==> src/rtl/sccb_init_seq_if.sv <==
// Table-ROM read port plus the valid/ready/done handshake towards the SCCB byte-write engine.
// The sequencer uses the master modport; the ROM/engine side uses the slave modport.
interface sccb_init_seq_if #(
  parameter int TBL_AW = 8
);
  logic [TBL_AW-1:0] tbl_addr;
  logic [15:0]       tbl_data;
  logic              wr_valid;
  logic              wr_ready;
  logic [7:0]        wr_reg;
  logic [7:0]        wr_val;
  logic              wr_done;
  logic              wr_nack;

  modport master (
    output tbl_addr, wr_valid, wr_reg, wr_val,
    input  tbl_data, wr_ready, wr_done, wr_nack
  );

  modport slave (
    input  tbl_addr, wr_valid, wr_reg, wr_val,
    output tbl_data, wr_ready, wr_done, wr_nack
  );
endinterface

==> src/rtl/sccb_init_seq.sv <==
// Camera power-up and register-table sequencer: PWDN/RESET timing, table walk, serial SCCB writes.
// Optional NACK retry with error reporting is enabled by defining SCCB_RETRY_EN.
module sccb_init_seq #(
  parameter int TBL_AW       = 8,
  parameter int NUM_ENTRIES  = 171,
  parameter int RST_PRE_CYC  = 50000,
  parameter int RST_LOW_CYC  = 50000,
  parameter int RST_POST_CYC = 50000,
  parameter int DELAY_UNIT   = 50000,
  parameter int MAX_RETRY    = 3,
  parameter int CNT_W        = 32
) (
  input  logic              i_clk,
  input  logic              i_rst_n,
  input  logic              i_init_ov,
  sccb_init_seq_if.master   io_bus,
  output logic              o_cam_pwdn,
  output logic              o_cam_rst_n,
  output logic              o_busy,
  output logic              o_init_done,
  output logic              o_init_err,
  output logic [TBL_AW-1:0] o_entry_idx
);

  localparam int RTY_W = (MAX_RETRY < 1) ? 1 : $clog2(MAX_RETRY + 1);
  localparam logic [CNT_W-1:0]  C_PRE       = CNT_W'(RST_PRE_CYC);
  localparam logic [CNT_W-1:0]  C_LOW       = CNT_W'(RST_LOW_CYC);
  localparam logic [CNT_W-1:0]  C_POST      = CNT_W'(RST_POST_CYC);
  localparam logic [CNT_W-1:0]  C_UNIT      = CNT_W'(DELAY_UNIT);
  localparam logic [TBL_AW-1:0] C_LAST      = TBL_AW'(NUM_ENTRIES - 1);
  localparam logic [RTY_W-1:0]  C_RETRY_LIM = RTY_W'(MAX_RETRY);
  localparam logic [15:0]       C_END_MARK  = 16'hFFFE;

  typedef enum logic [3:0] {
    S_IDLE    = 4'd0,
    S_PRE     = 4'd1,
    S_RSTL    = 4'd2,
    S_POST    = 4'd3,
    S_FETCH   = 4'd4,
    S_WAITROM = 4'd5,
    S_DECODE  = 4'd6,
    S_ISSUE   = 4'd7,
    S_WAITW   = 4'd8,
    S_DLY     = 4'd9,
    S_NEXT    = 4'd10,
    S_DONE    = 4'd11,
    S_ERR     = 4'd12
  } state_t;

  state_t            r_state;
  state_t            w_state_nxt;
  logic [CNT_W-1:0]  r_cnt;
  logic [CNT_W-1:0]  w_cnt_nxt;
  logic [CNT_W-1:0]  w_dly_cnt;
  logic [TBL_AW-1:0] r_entry_idx;
  logic [TBL_AW-1:0] w_entry_nxt;
  logic [TBL_AW-1:0] r_tbl_addr;
  logic [7:0]        r_wr_reg;
  logic [7:0]        r_wr_val;
  logic [7:0]        w_reg_nxt;
  logic [7:0]        w_val_nxt;
  logic              r_wr_valid;
  logic              r_cam_pwdn;
  logic              r_cam_rst_n;
  logic              r_busy;
  logic              r_init_done;
  logic              r_init_err;
  logic              r_auto;
  logic              r_ov_s1;
  logic              r_ov_s2;
  logic              r_ov_s3;
  logic              r_edge;
`ifdef SCCB_RETRY_EN
  logic [RTY_W-1:0]  r_retry;
  logic [RTY_W-1:0]  w_retry_nxt;
`else
  logic              w_unused;
  assign w_unused = ^{io_bus.wr_nack, C_RETRY_LIM};
`endif

  assign w_dly_cnt = CNT_W'(io_bus.tbl_data[7:0]) * C_UNIT;

  // init_ov synchroniser chain; kept out of reset so a static level never looks like an edge
  always_ff @(posedge i_clk) begin
    r_ov_s1 <= i_init_ov;
    r_ov_s2 <= r_ov_s1;
    r_ov_s3 <= r_ov_s2;
  end

  // Next-state, counter and datapath selection; an init_ov edge overrides every state
  always_comb begin
    w_state_nxt = r_state;
    w_cnt_nxt   = r_cnt;
    w_entry_nxt = r_entry_idx;
    w_reg_nxt   = r_wr_reg;
    w_val_nxt   = r_wr_val;
`ifdef SCCB_RETRY_EN
    w_retry_nxt = r_retry;
`endif
    if (r_edge) begin
      w_state_nxt = S_PRE;
      w_cnt_nxt   = C_PRE;
    end else begin
      case (r_state)
        S_IDLE: begin
          if (r_auto) begin
            w_state_nxt = S_PRE;
            w_cnt_nxt   = C_PRE;
          end else begin
            w_state_nxt = S_IDLE;
          end
        end
        S_PRE: begin
          if (r_cnt <= CNT_W'(1)) begin
            w_state_nxt = S_RSTL;
            w_cnt_nxt   = C_LOW;
          end else begin
            w_cnt_nxt = r_cnt - CNT_W'(1);
          end
        end
        S_RSTL: begin
          if (r_cnt <= CNT_W'(1)) begin
            w_state_nxt = S_POST;
            w_cnt_nxt   = C_POST;
          end else begin
            w_cnt_nxt = r_cnt - CNT_W'(1);
          end
        end
        S_POST: begin
          if (r_cnt <= CNT_W'(1)) begin
            w_state_nxt = S_FETCH;
            w_cnt_nxt   = {CNT_W{1'b0}};
            w_entry_nxt = {TBL_AW{1'b0}};
`ifdef SCCB_RETRY_EN
            w_retry_nxt = {RTY_W{1'b0}};
`endif
          end else begin
            w_cnt_nxt = r_cnt - CNT_W'(1);
          end
        end
        S_FETCH:   w_state_nxt = S_WAITROM;
        S_WAITROM: w_state_nxt = S_DECODE;
        // The end marker shares reg 8'hFF with delay opcodes, so it must be tested first
        S_DECODE: begin
          if (io_bus.tbl_data == C_END_MARK) begin
            w_state_nxt = S_DONE;
          end else if (io_bus.tbl_data[15:8] == 8'hFF) begin
            if (w_dly_cnt == {CNT_W{1'b0}}) begin
              w_state_nxt = S_NEXT;
            end else begin
              w_state_nxt = S_DLY;
              w_cnt_nxt   = w_dly_cnt;
            end
          end else begin
            w_state_nxt = S_ISSUE;
            w_reg_nxt   = io_bus.tbl_data[15:8];
            w_val_nxt   = io_bus.tbl_data[7:0];
          end
        end
        S_ISSUE: begin
          if (io_bus.wr_ready) begin
            w_state_nxt = S_WAITW;
          end else begin
            w_state_nxt = S_ISSUE;
          end
        end
        S_WAITW: begin
          if (io_bus.wr_done) begin
`ifdef SCCB_RETRY_EN
            if (!io_bus.wr_nack) begin
              w_state_nxt = S_NEXT;
            end else if (r_retry < C_RETRY_LIM) begin
              w_state_nxt = S_ISSUE;
              w_retry_nxt = r_retry + 1'b1;
            end else begin
              w_state_nxt = S_ERR;
            end
`else
            w_state_nxt = S_NEXT;
`endif
          end else begin
            w_state_nxt = S_WAITW;
          end
        end
        S_DLY: begin
          if (r_cnt <= CNT_W'(1)) begin
            w_state_nxt = S_NEXT;
            w_cnt_nxt   = {CNT_W{1'b0}};
          end else begin
            w_cnt_nxt = r_cnt - CNT_W'(1);
          end
        end
        S_NEXT: begin
          if (r_entry_idx == C_LAST) begin
            w_state_nxt = S_DONE;
          end else begin
            w_state_nxt = S_FETCH;
            w_entry_nxt = r_entry_idx + 1'b1;
`ifdef SCCB_RETRY_EN
            w_retry_nxt = {RTY_W{1'b0}};
`endif
          end
        end
        S_DONE:  w_state_nxt = S_IDLE;
        S_ERR:   w_state_nxt = S_IDLE;
        default: w_state_nxt = S_IDLE;
      endcase
    end
  end

  // State, datapath and output registers; outputs are decoded from the next state so they align with it
  always_ff @(posedge i_clk) begin
    if (!i_rst_n) begin
      r_state     <= S_IDLE;
      r_cnt       <= {CNT_W{1'b0}};
      r_entry_idx <= {TBL_AW{1'b0}};
      r_tbl_addr  <= {TBL_AW{1'b0}};
      r_wr_reg    <= 8'h00;
      r_wr_val    <= 8'h00;
      r_wr_valid  <= 1'b0;
      r_cam_pwdn  <= 1'b1;
      r_cam_rst_n <= 1'b1;
      r_busy      <= 1'b0;
      r_init_done <= 1'b0;
      r_init_err  <= 1'b0;
      r_auto      <= 1'b1;
      r_edge      <= 1'b0;
`ifdef SCCB_RETRY_EN
      r_retry     <= {RTY_W{1'b0}};
`endif
    end else begin
      r_state     <= w_state_nxt;
      r_cnt       <= w_cnt_nxt;
      r_entry_idx <= w_entry_nxt;
      r_tbl_addr  <= w_entry_nxt;
      r_wr_reg    <= w_reg_nxt;
      r_wr_val    <= w_val_nxt;
      r_wr_valid  <= (w_state_nxt == S_ISSUE);
      r_cam_pwdn  <= (w_state_nxt == S_PRE) ? 1'b0 : r_cam_pwdn;
      r_cam_rst_n <= (w_state_nxt != S_RSTL);
      r_busy      <= (w_state_nxt != S_IDLE) && (w_state_nxt != S_DONE) && (w_state_nxt != S_ERR);
      r_auto      <= 1'b0;
      r_edge      <= r_ov_s2 ^ r_ov_s3;
      if (r_edge) begin
        r_init_done <= 1'b0;
      end else if (w_state_nxt == S_DONE) begin
        r_init_done <= 1'b1;
      end else begin
        r_init_done <= r_init_done;
      end
`ifdef SCCB_RETRY_EN
      r_retry <= w_retry_nxt;
      if (r_edge) begin
        r_init_err <= 1'b0;
      end else if (w_state_nxt == S_ERR) begin
        r_init_err <= 1'b1;
      end else begin
        r_init_err <= r_init_err;
      end
`else
      r_init_err <= 1'b0;
`endif
    end
  end

  assign io_bus.tbl_addr = r_tbl_addr;
  assign io_bus.wr_valid = r_wr_valid;
  assign io_bus.wr_reg   = r_wr_reg;
  assign io_bus.wr_val   = r_wr_val;
  assign o_cam_pwdn      = r_cam_pwdn;
  assign o_cam_rst_n     = r_cam_rst_n;
  assign o_busy          = r_busy;
  assign o_init_done     = r_init_done;
  assign o_init_err      = r_init_err;
  assign o_entry_idx     = r_entry_idx;

endmodule

==> src/flat_wrapper.sv <==
// flat-port wrapper written by rule: the top's interface ports become plain ports
module sccb_init_seq_flat 
#(
  parameter int TBL_AW       = 8,
  parameter int NUM_ENTRIES  = 171,
  parameter int RST_PRE_CYC  = 50000,
  parameter int RST_LOW_CYC  = 50000,
  parameter int RST_POST_CYC = 50000,
  parameter int DELAY_UNIT   = 50000,
  parameter int MAX_RETRY    = 3,
  parameter int CNT_W        = 32
)
  (i_clk, i_rst_n, i_init_ov, o_cam_pwdn, o_cam_rst_n, o_busy, o_init_done, o_init_err, o_entry_idx, io_bus_tbl_addr, io_bus_wr_valid, io_bus_wr_reg, io_bus_wr_val, io_bus_tbl_data, io_bus_wr_ready, io_bus_wr_done, io_bus_wr_nack);
  sccb_init_seq_if #(.TBL_AW(TBL_AW)) io_bus_i ();
  input  logic i_clk;
  input  logic i_rst_n;
  input  logic i_init_ov;
  output logic o_cam_pwdn;
  output logic o_cam_rst_n;
  output logic o_busy;
  output logic o_init_done;
  output logic o_init_err;
  output logic [TBL_AW-1:0] o_entry_idx;
  output wire logic [$bits(io_bus_i.tbl_addr)-1:0] io_bus_tbl_addr;
  output wire logic [$bits(io_bus_i.wr_valid)-1:0] io_bus_wr_valid;
  output wire logic [$bits(io_bus_i.wr_reg)-1:0] io_bus_wr_reg;
  output wire logic [$bits(io_bus_i.wr_val)-1:0] io_bus_wr_val;
  input wire logic [$bits(io_bus_i.tbl_data)-1:0] io_bus_tbl_data;
  input wire logic [$bits(io_bus_i.wr_ready)-1:0] io_bus_wr_ready;
  input wire logic [$bits(io_bus_i.wr_done)-1:0] io_bus_wr_done;
  input wire logic [$bits(io_bus_i.wr_nack)-1:0] io_bus_wr_nack;
  assign io_bus_tbl_addr = io_bus_i.tbl_addr;
  assign io_bus_wr_valid = io_bus_i.wr_valid;
  assign io_bus_wr_reg = io_bus_i.wr_reg;
  assign io_bus_wr_val = io_bus_i.wr_val;
  assign io_bus_i.tbl_data = io_bus_tbl_data;
  assign io_bus_i.wr_ready = io_bus_wr_ready;
  assign io_bus_i.wr_done = io_bus_wr_done;
  assign io_bus_i.wr_nack = io_bus_wr_nack;
  sccb_init_seq #(.TBL_AW(TBL_AW), .NUM_ENTRIES(NUM_ENTRIES), .RST_PRE_CYC(RST_PRE_CYC), .RST_LOW_CYC(RST_LOW_CYC), .RST_POST_CYC(RST_POST_CYC), .DELAY_UNIT(DELAY_UNIT), .MAX_RETRY(MAX_RETRY), .CNT_W(CNT_W)) u_core (.i_clk(i_clk), .i_rst_n(i_rst_n), .i_init_ov(i_init_ov), .io_bus(io_bus_i), .o_cam_pwdn(o_cam_pwdn), .o_cam_rst_n(o_cam_rst_n), .o_busy(o_busy), .o_init_done(o_init_done), .o_init_err(o_init_err), .o_entry_idx(o_entry_idx));
endmodule
==> config.mk <==
export PLATFORM = sky130hd
export DESIGN_NAME = sccb_init_seq_flat
export DESIGN_NICKNAME = d
export VERILOG_FILES = /design/src/rtl/sccb_init_seq_if.sv /design/src/rtl/sccb_init_seq.sv /design/src/flat_wrapper.sv
export SDC_FILE = /design/constraint.sdc
export NUM_CORES = 1
export LEC_CHECK = 0
export BUFFER_PORTS_ARGS = -buffer_cell sky130_fd_sc_hd__buf_2
export CELL_PAD_IN_SITES_DETAIL_PLACEMENT = 1
export CELL_PAD_IN_SITES_GLOBAL_PLACEMENT = 2
export CORE_MARGIN = 2
export CORE_UTILIZATION = 30
export DETAILED_ROUTE_END_ITERATION = 12
export PLACE_DENSITY = 0.68
export RECOVER_POWER = 50
export SETUP_SLACK_MARGIN = 0.5
export SYNTH_ARGS = -nofsm -noshare
export SYNTH_HDL_FRONTEND = slang
export SYNTH_SLANG_ARGS = --single-unit
export TNS_END_PERCENT = 1
==> constraint.sdc <==
create_clock -name i_clk -period 7.79 [get_ports i_clk]
set_input_delay 1.558 -clock i_clk [delete_from_list [all_inputs] [get_ports i_clk]]
set_output_delay 1.558 -clock i_clk [all_outputs]
set_load 0.01 [all_outputs]
==> impl_metrics.yaml, run 1 <==
pwr:
  ir_drop_uv: 117
  p_sw_mw: 0.532
  power_density_mw_per_mm2: 227
  clockPowerShare_pct: 32.8
  leakage_nw: 2.59
  swShare_pct: 38.2
  internal-power_mw: 0.860
  power.total_mw: 1.39
  seq_power_share_pct: 27.8
  combPwrFrac_pct: 39.4
clock_network:
  post-cts-setup-buffers: 0
  clock_sinks: 70
  cts_made_buffers: 9
  clkLatencyLatePin_ps: 350
  cts_hold_buf: 0
  cts-root-buf: "clkbuf_16"
  htreeDepth: 3
  cts_tree: "done"
  cts_resized: 0
  ctsLongestPathBuffers: 2
  clk_pin_slew_worst_paths_ps: 60
grt:
  use_met2_pct: 30.9
  grt_pass1_wl_um: 28300
  top_usage_layer: "met2"
  gr-usage-all-layers_pct: 18.1
  grt_pass1_vias: 5303
  gr-total-overflow: 0
  grt_max_degree: 30
  use_met3_pct: 3.21
  grtUsageMet1_pct: 23.7
  antenna_found_initial: 0
sta:
  fin_crit_ps: 6350
  hold_viol: 0
  slew_violations: 0
  tns_ps: 0
  worst_pin_slew_ps: 1150
  rsz0062_at_grt: "false"
  fmax_mhz: 158
  relSlewSlack_pct: 22.8
  min_period_over_period_pct: 81.5
  final.setup_skew_ps: 9.28
  finalSetupViolations: 0
  hold_ws_ps: 324
yosys:
  synth.distinct_cells: 76
  synth_adder_area_share_pct: 18.2
  synthMuxAreaShare_pct: 2.93
  ys_seq_area_share_pct: 25.7
  synth_xor_area_share_pct: 3.21
  synth_top_area_share_pct: 25.7
  synth_fp_nets: 756
  synth_top_area_cell: "dfxtp_1"
  async_flop_share_pct: 0
  synth_compound_area_share_pct: 23.2
  yosys-top-cells-area: "dfxtp_1, ha_1, fa_1"
  netlist_instances: 662
  synth_area_per_cell_um2: 8.25
  synth_edf_count: 0
  synth_top_family_by_area: "compound AO/OA/AOI/OAI gates"
  synth_top_flop_cell: "dfxtp_1"
  yosys_warnings: 0
  synthSimpleGateAreaFrac_pct: 21.5
  ys_seq_elements: 70
  syn_area_mm2: 0.00546
floorplanning:
  fp.coreArea_mm2: 0.0179
  pin_count: 60
  fp.dieH_um: 139
  num_rows: 49
  initial_utilization_pct: 30.5
  fp.dieW_um: 139
  design.die.area_mm2: 0.0193
critical_path:
  crit_required_ps: 8030
  worstPathArrival_ps: 6590
  reg2reg_slack_ps: 4340
  cp_cell_sequence: "buf_2, ha_1, ha_1, inv_1, fa_1, inv_1, fa_1, ha_1, a21o_1, a221oi_2, o21ai_2, o22ai_1, xnor2_1, or3b_1, o21ai_1, buf_4, nand2_1, a211oi_1"
  criticalPathCategory: "in2reg"
  worst_setup_path_end_kind: "flop"
  slowest_delay_ps: 510
  path_max_fanout: 14
  cp-start-kind: "input port"
  crit_slowest_cell: "or3b_1"
  crit_path_frequent_cell: "ha_1"
place:
  gp_congestion: 0.812
  port_buffers: 57
  hpwlAfterDp_um: 12800
drt:
  vias: 5172
  drt-pass1-iter-count: 4
  wl_per_cell_um: 18.6
  antenna_left: 0
  via_per_inst: 5.59
  wl_um: 17200
  drc: 0
  drtIter0Drc: 186
finish:
  largest_register_ff_count: 32
  seqCellArea_mm2: 0.00140
  nNetsFinal: 785
  fillers: 2151
  final_cell_mix: "dfxtp_1, nand2_1, nor2_1"
  layout_commonest_cell: "dfxtp_1"
  multi_input_comb_area_mm2: 0.00377
  final_layout_size_suffix_gt1_share_pct: 7.04
  antenna_cells: 0
  largest_register: "u_core.r_cnt"
  syn_to_final_growth_pct: 12.2
status:
  outcome: "finished, final reports clean"
flow_run:
  cap_violations: 0
hold_path:
  hold_class: "reg2reg"
kinds of logic after synthesis:
group,count (synthesis)
adder cells (fa/ha/maj),72
flip-flops,70
XOR/XNOR,20
multiplexers,16
buffers and inverters,66
other,1
AND/OR/NAND/NOR,235
AO/OA/AOI/OAI,182
routing by layer:
layer | vias up | part of all wire [%]
met5 | - | 0
met4 | 0 | 1.2
met3 | 14 | 3.4
met2 | 90 | 48
met1 | 2564 | 47
li1 | 2504 | -
stage by stage:
| step | area [um^2] | setup WS, ps | util (%) | instances |
|---|---|---|---|---|
| 6_report | 6130 | 1440 | 34.2 | 925 |
| 5_1_grt | 6130 | 1120 | 34.2 | 925 |
| 4_1_cts | 6170 | 1430 | 34.5 | 925 |
| 3_5_place_dp | 5860 | 1080 | 32.7 | 909 |
| 3_3_place_gp | 5860 | 1150 | 32.7 | 909 |
| 2_1_floorplan | 5460 | 1770 | - | 662 |
area by class of cell:
class,count,share of cell area [%]
clock buffers,12,4.02
repair buffers,60,4.23
inverters,24,1.47
well taps,229,4.68
multi-input cells,526,61.6
clock inverters,4,1.14
flip-flops and latches,70,22.9
synth_stat cells, drive strengths merged (2+ instances only):
library cell,instances
dfxtp,70
nor2,63
nand2,62
ha,60
a21oi,41
o21ai,33
clkbuf,29
inv,24
nor3,18
mux2i,16
nand4,15
nand3,14
a31oi,13
buf,13
fa,12
xor2,12
nor4,11
or4,11
o22ai,10
and3,9
o21a,9
o32ai,9
a21o,8
and2,8
xnor2,8
a211oi,7
or3,6
a22oi,5
nand2b,5
o211a,5
o31ai,5
a221o,4
a221oi,3
a31o,3
o211ai,3
or2,3
a2111oi,2
a211o,2
a21boi,2
a32oi,2
nand4b,2
o221ai,2
o31a,2
power groups by stage:
stage | Sequential, mW | Combinational [mW] | Clock [mW]
after floorplan | 0.387 | 0.403 | 0
after global placement | 0.394 | 0.530 | 0
after detailed placement | 0.395 | 0.545 | 0
after CTS | 0.386 | 0.553 | 0.470
after global routing | 0.389 | 0.614 | 0.484
final | 0.387 | 0.549 | 0.457
critical path: cells and delay by family:
family                     cells  cell delay, ps
adders and majority gates      5            1990
AOI/OAI and AO/OA              6            1530
and+or+nand+nor                2             860
buffers and inverters          4             500
xor gates and xnor gates       1             150
path summary, 6_finish.rpt:
check | depth (start not counted) | startpoint | to
max | 18 | io_bus_tbl_data[2] | u_core.r_cnt[14]
min | 0 | u_core.r_ov_s1 | u_core.r_ov_s2
max reg2reg | 9 | u_core.r_cnt[2] | u_core.r_cnt[30]
min reg2reg | 0 | u_core.r_ov_s1 | u_core.r_ov_s2
No activity file was read; power rests on OpenSTA's default activity.
==> inputs of run 2 (changes only) <==
Settings changed: PLACE_DENSITY 0.68 to 0.7.
Clock period 7.79 ns to 5.6 ns, I/O delays scaled along.
==> run 2 against run 1 <==
Compared with the run above: sequential cell count did not move; critical endpoint is now u_core.o_busy; critical path type unchanged; setup slack got worse by 1000 ps; clock skew rose by 2.5 ps; register-to-register slack got worse by 2300 ps; sequential power rose by 39%; clock power rose by 23%; cell count rose by 5.1%; sequential share of layout area fell by 2.0 points; wire length rose by 4.0%.
==> impl_metrics.yaml, run 2 (synthesis gave the netlist of run 1 again) <==
clock_network:
  cts-root-buf: "clkbuf_16"
  cts_hold_buf: 0
  clkLatencyLatePin_ps: 340
  cts_made_buffers: 9
  clock_sinks: 70
  cts_tree: "done"
  ctsLongestPathBuffers: 2
  clk_pin_slew_worst_paths_ps: 50
  htreeDepth: 3
hold_path:
  hold_end: "u_core.r_ov_s2"
  min_from: "u_core.r_ov_s1"
  hold_class: "reg2reg"
  worstHoldPathCells: 0
flow_run:
  cap_violations: 0
finish:
  largest_register: "u_core.r_cnt"
  syn_to_final_growth_pct: 23.1
  final_layout_size_suffix_gt1_share_pct: 17.0
  nNetsFinal: 835
  multi_input_comb_area_mm2: 0.00400
  fin_area_mm2: 0.00672
  layout_commonest_cell: "dfxtp_1"
  final_cells: 972
  fillers: 2183
  seqCellArea_mm2: 0.00140
  antenna_cells: 0
  final_cell_mix: "dfxtp_1, nand2_1, nor2_1"
  largest_register_ff_count: 32
status:
  outcome: "finished, final reports clean"
critical_path:
  path_buf_inv: 1
  path_max_fanout: 4
  cp-start-kind: "input port"
  reg2reg_slack_ps: 2030
  crit_path_frequent_cell: "ha_4"
  reg2reg_to: "u_core.r_cnt[30]"
  worstPathArrival_ps: 5380
  reg2reg_from: "u_core.r_cnt[2]"
  crit_required_ps: 5780
  crit_slowest_cell: "or4b_4"
  worst_setup_path_end_kind: "flop"
  critPathTopFamily: "adder cells"
  slowest_delay_ps: 570
  r2r_cells: 9
  cp_cell_sequence: "buf_8, ha_4, fa_1, fa_1, ha_4, ha_4, a21o_1, a31o_1, or3_4, a2111oi_4, nand2_1, or4b_4, o21a_4, nor3_4, a311oi_2"
  criticalPathCategory: "in2reg"
floorplanning:
  num_rows: 49
  fp.dieH_um: 139
  fp.dieW_um: 139
  fp.coreArea_mm2: 0.0179
  design.die.area_mm2: 0.0193
  initial_utilization_pct: 30.5
  pin_count: 60
sta:
  worst_pin_slew_ps: 1220
  fmax_mhz: 192
  finalSetupViolations: 0
  relSlewSlack_pct: 18.8
  min_period_over_period_pct: 92.8
  slew_violations: 0
  fin_crit_ps: 5200
  hold_ws_ps: 344
  rsz0062_at_grt: "true"
  final.setup_skew_ps: 11.8
  hold_viol: 0
  timing.final.ws_setup_ps: 404
drt:
  drtIter0Drc: 235
  drc: 0
  wl_per_cell_um: 18.4
  vias: 5381
  wl_um: 17900
  via_per_inst: 5.54
  drt-pass1-iter-count: 4
  antenna_left: 0
pwr:
  leakage_nw: 2.86
  seq_power_share_pct: 25.3
  internal-power_mw: 1.34
  p_sw_mw: 0.797
  swShare_pct: 37.4
  combPwrFrac_pct: 48.4
  ir_drop_uv: 161
  clockPowerShare_pct: 26.3
  power_density_mw_per_mm2: 318
  power.total_mw: 2.13
grt:
  grt_pass1_vias: 5630
  gr-usage-all-layers_pct: 18.4
  grt_max_degree: 30
  gr-total-overflow: 0
  grt_pass1_wl_um: 29100
  antenna_found_initial: 0
place:
  gp_congestion: 0.776
  place_inst: 955
  port_buffers: 57
  hpwlAfterDp_um: 13500
  placed_cell_area_mm2: 0.00629
  dp_slack_ps: -157
[run 2: power by group through the flow]
stage | sequential [mW] | combinational, mW | clock, mW
2_1_floorplan | 0.539 | 0.597 | 0
3_3_place_gp | 0.547 | 0.924 | 0
3_5_place_dp | 0.549 | 0.947 | 0
4_1_cts | 0.538 | 1.01 | 0.574
5_1_grt | 0.541 | 1.15 | 0.592
6_report | 0.539 | 1.03 | 0.561
[run 2: timing repair]
| action | 4_1_cts | 5_1_grt |
|---|---|---|
| resized for setup | 19 | 12 |
| pin swaps | 23 | 9 |
| setup endpoints to repair | 38 | 38 |
| setup buffers | 4 | 0 |
[run 2: area by class of cell]
class                   count  area share (%)
repair buffers            110            9.94
well taps                 229            4.26
clock inverters             2           0.521
clock buffers              11            3.61
inverters                  24            1.34
multi-input cells         526            59.5
flip-flops and latches     70            20.9
[run 2: worst max-delay path by stage]
stage	endpoint	from	depth (start not counted)
detailed placement	u_core.r_cnt[4]	io_bus_tbl_data[6]	18
floorplan	u_core.r_cnt[15]	io_bus_tbl_data[3]	14
CTS	u_core.r_cnt[4]	io_bus_tbl_data[4]	16
global placement	u_core.r_cnt[15]	io_bus_tbl_data[6]	18
finish	u_core.o_busy	io_bus_tbl_data[4]	15
global route	u_core.o_busy	io_bus_tbl_data[4]	15
[run 2: per-stage QoR]
| step | TNS, ps | utilization, % |
|---|---|---|
| floorplan | 0 | - |
| global placement | -813 | 35.1 |
| detailed placement | -2340 | 35.1 |
| CTS | 0 | 37.5 |
| global route | 0 | 37.5 |
| finish | 0 | 37.5 |
[run 2: per-layer routing]
layer  track usage, %  up-vias  part of all wire [%]
met5                0        -                     0
met4             3.67        0                  0.54
met3             2.87       10                   3.5
met2             32.3       77                    50
met1             24.0     2681                    46
li1                 -     2613                     -
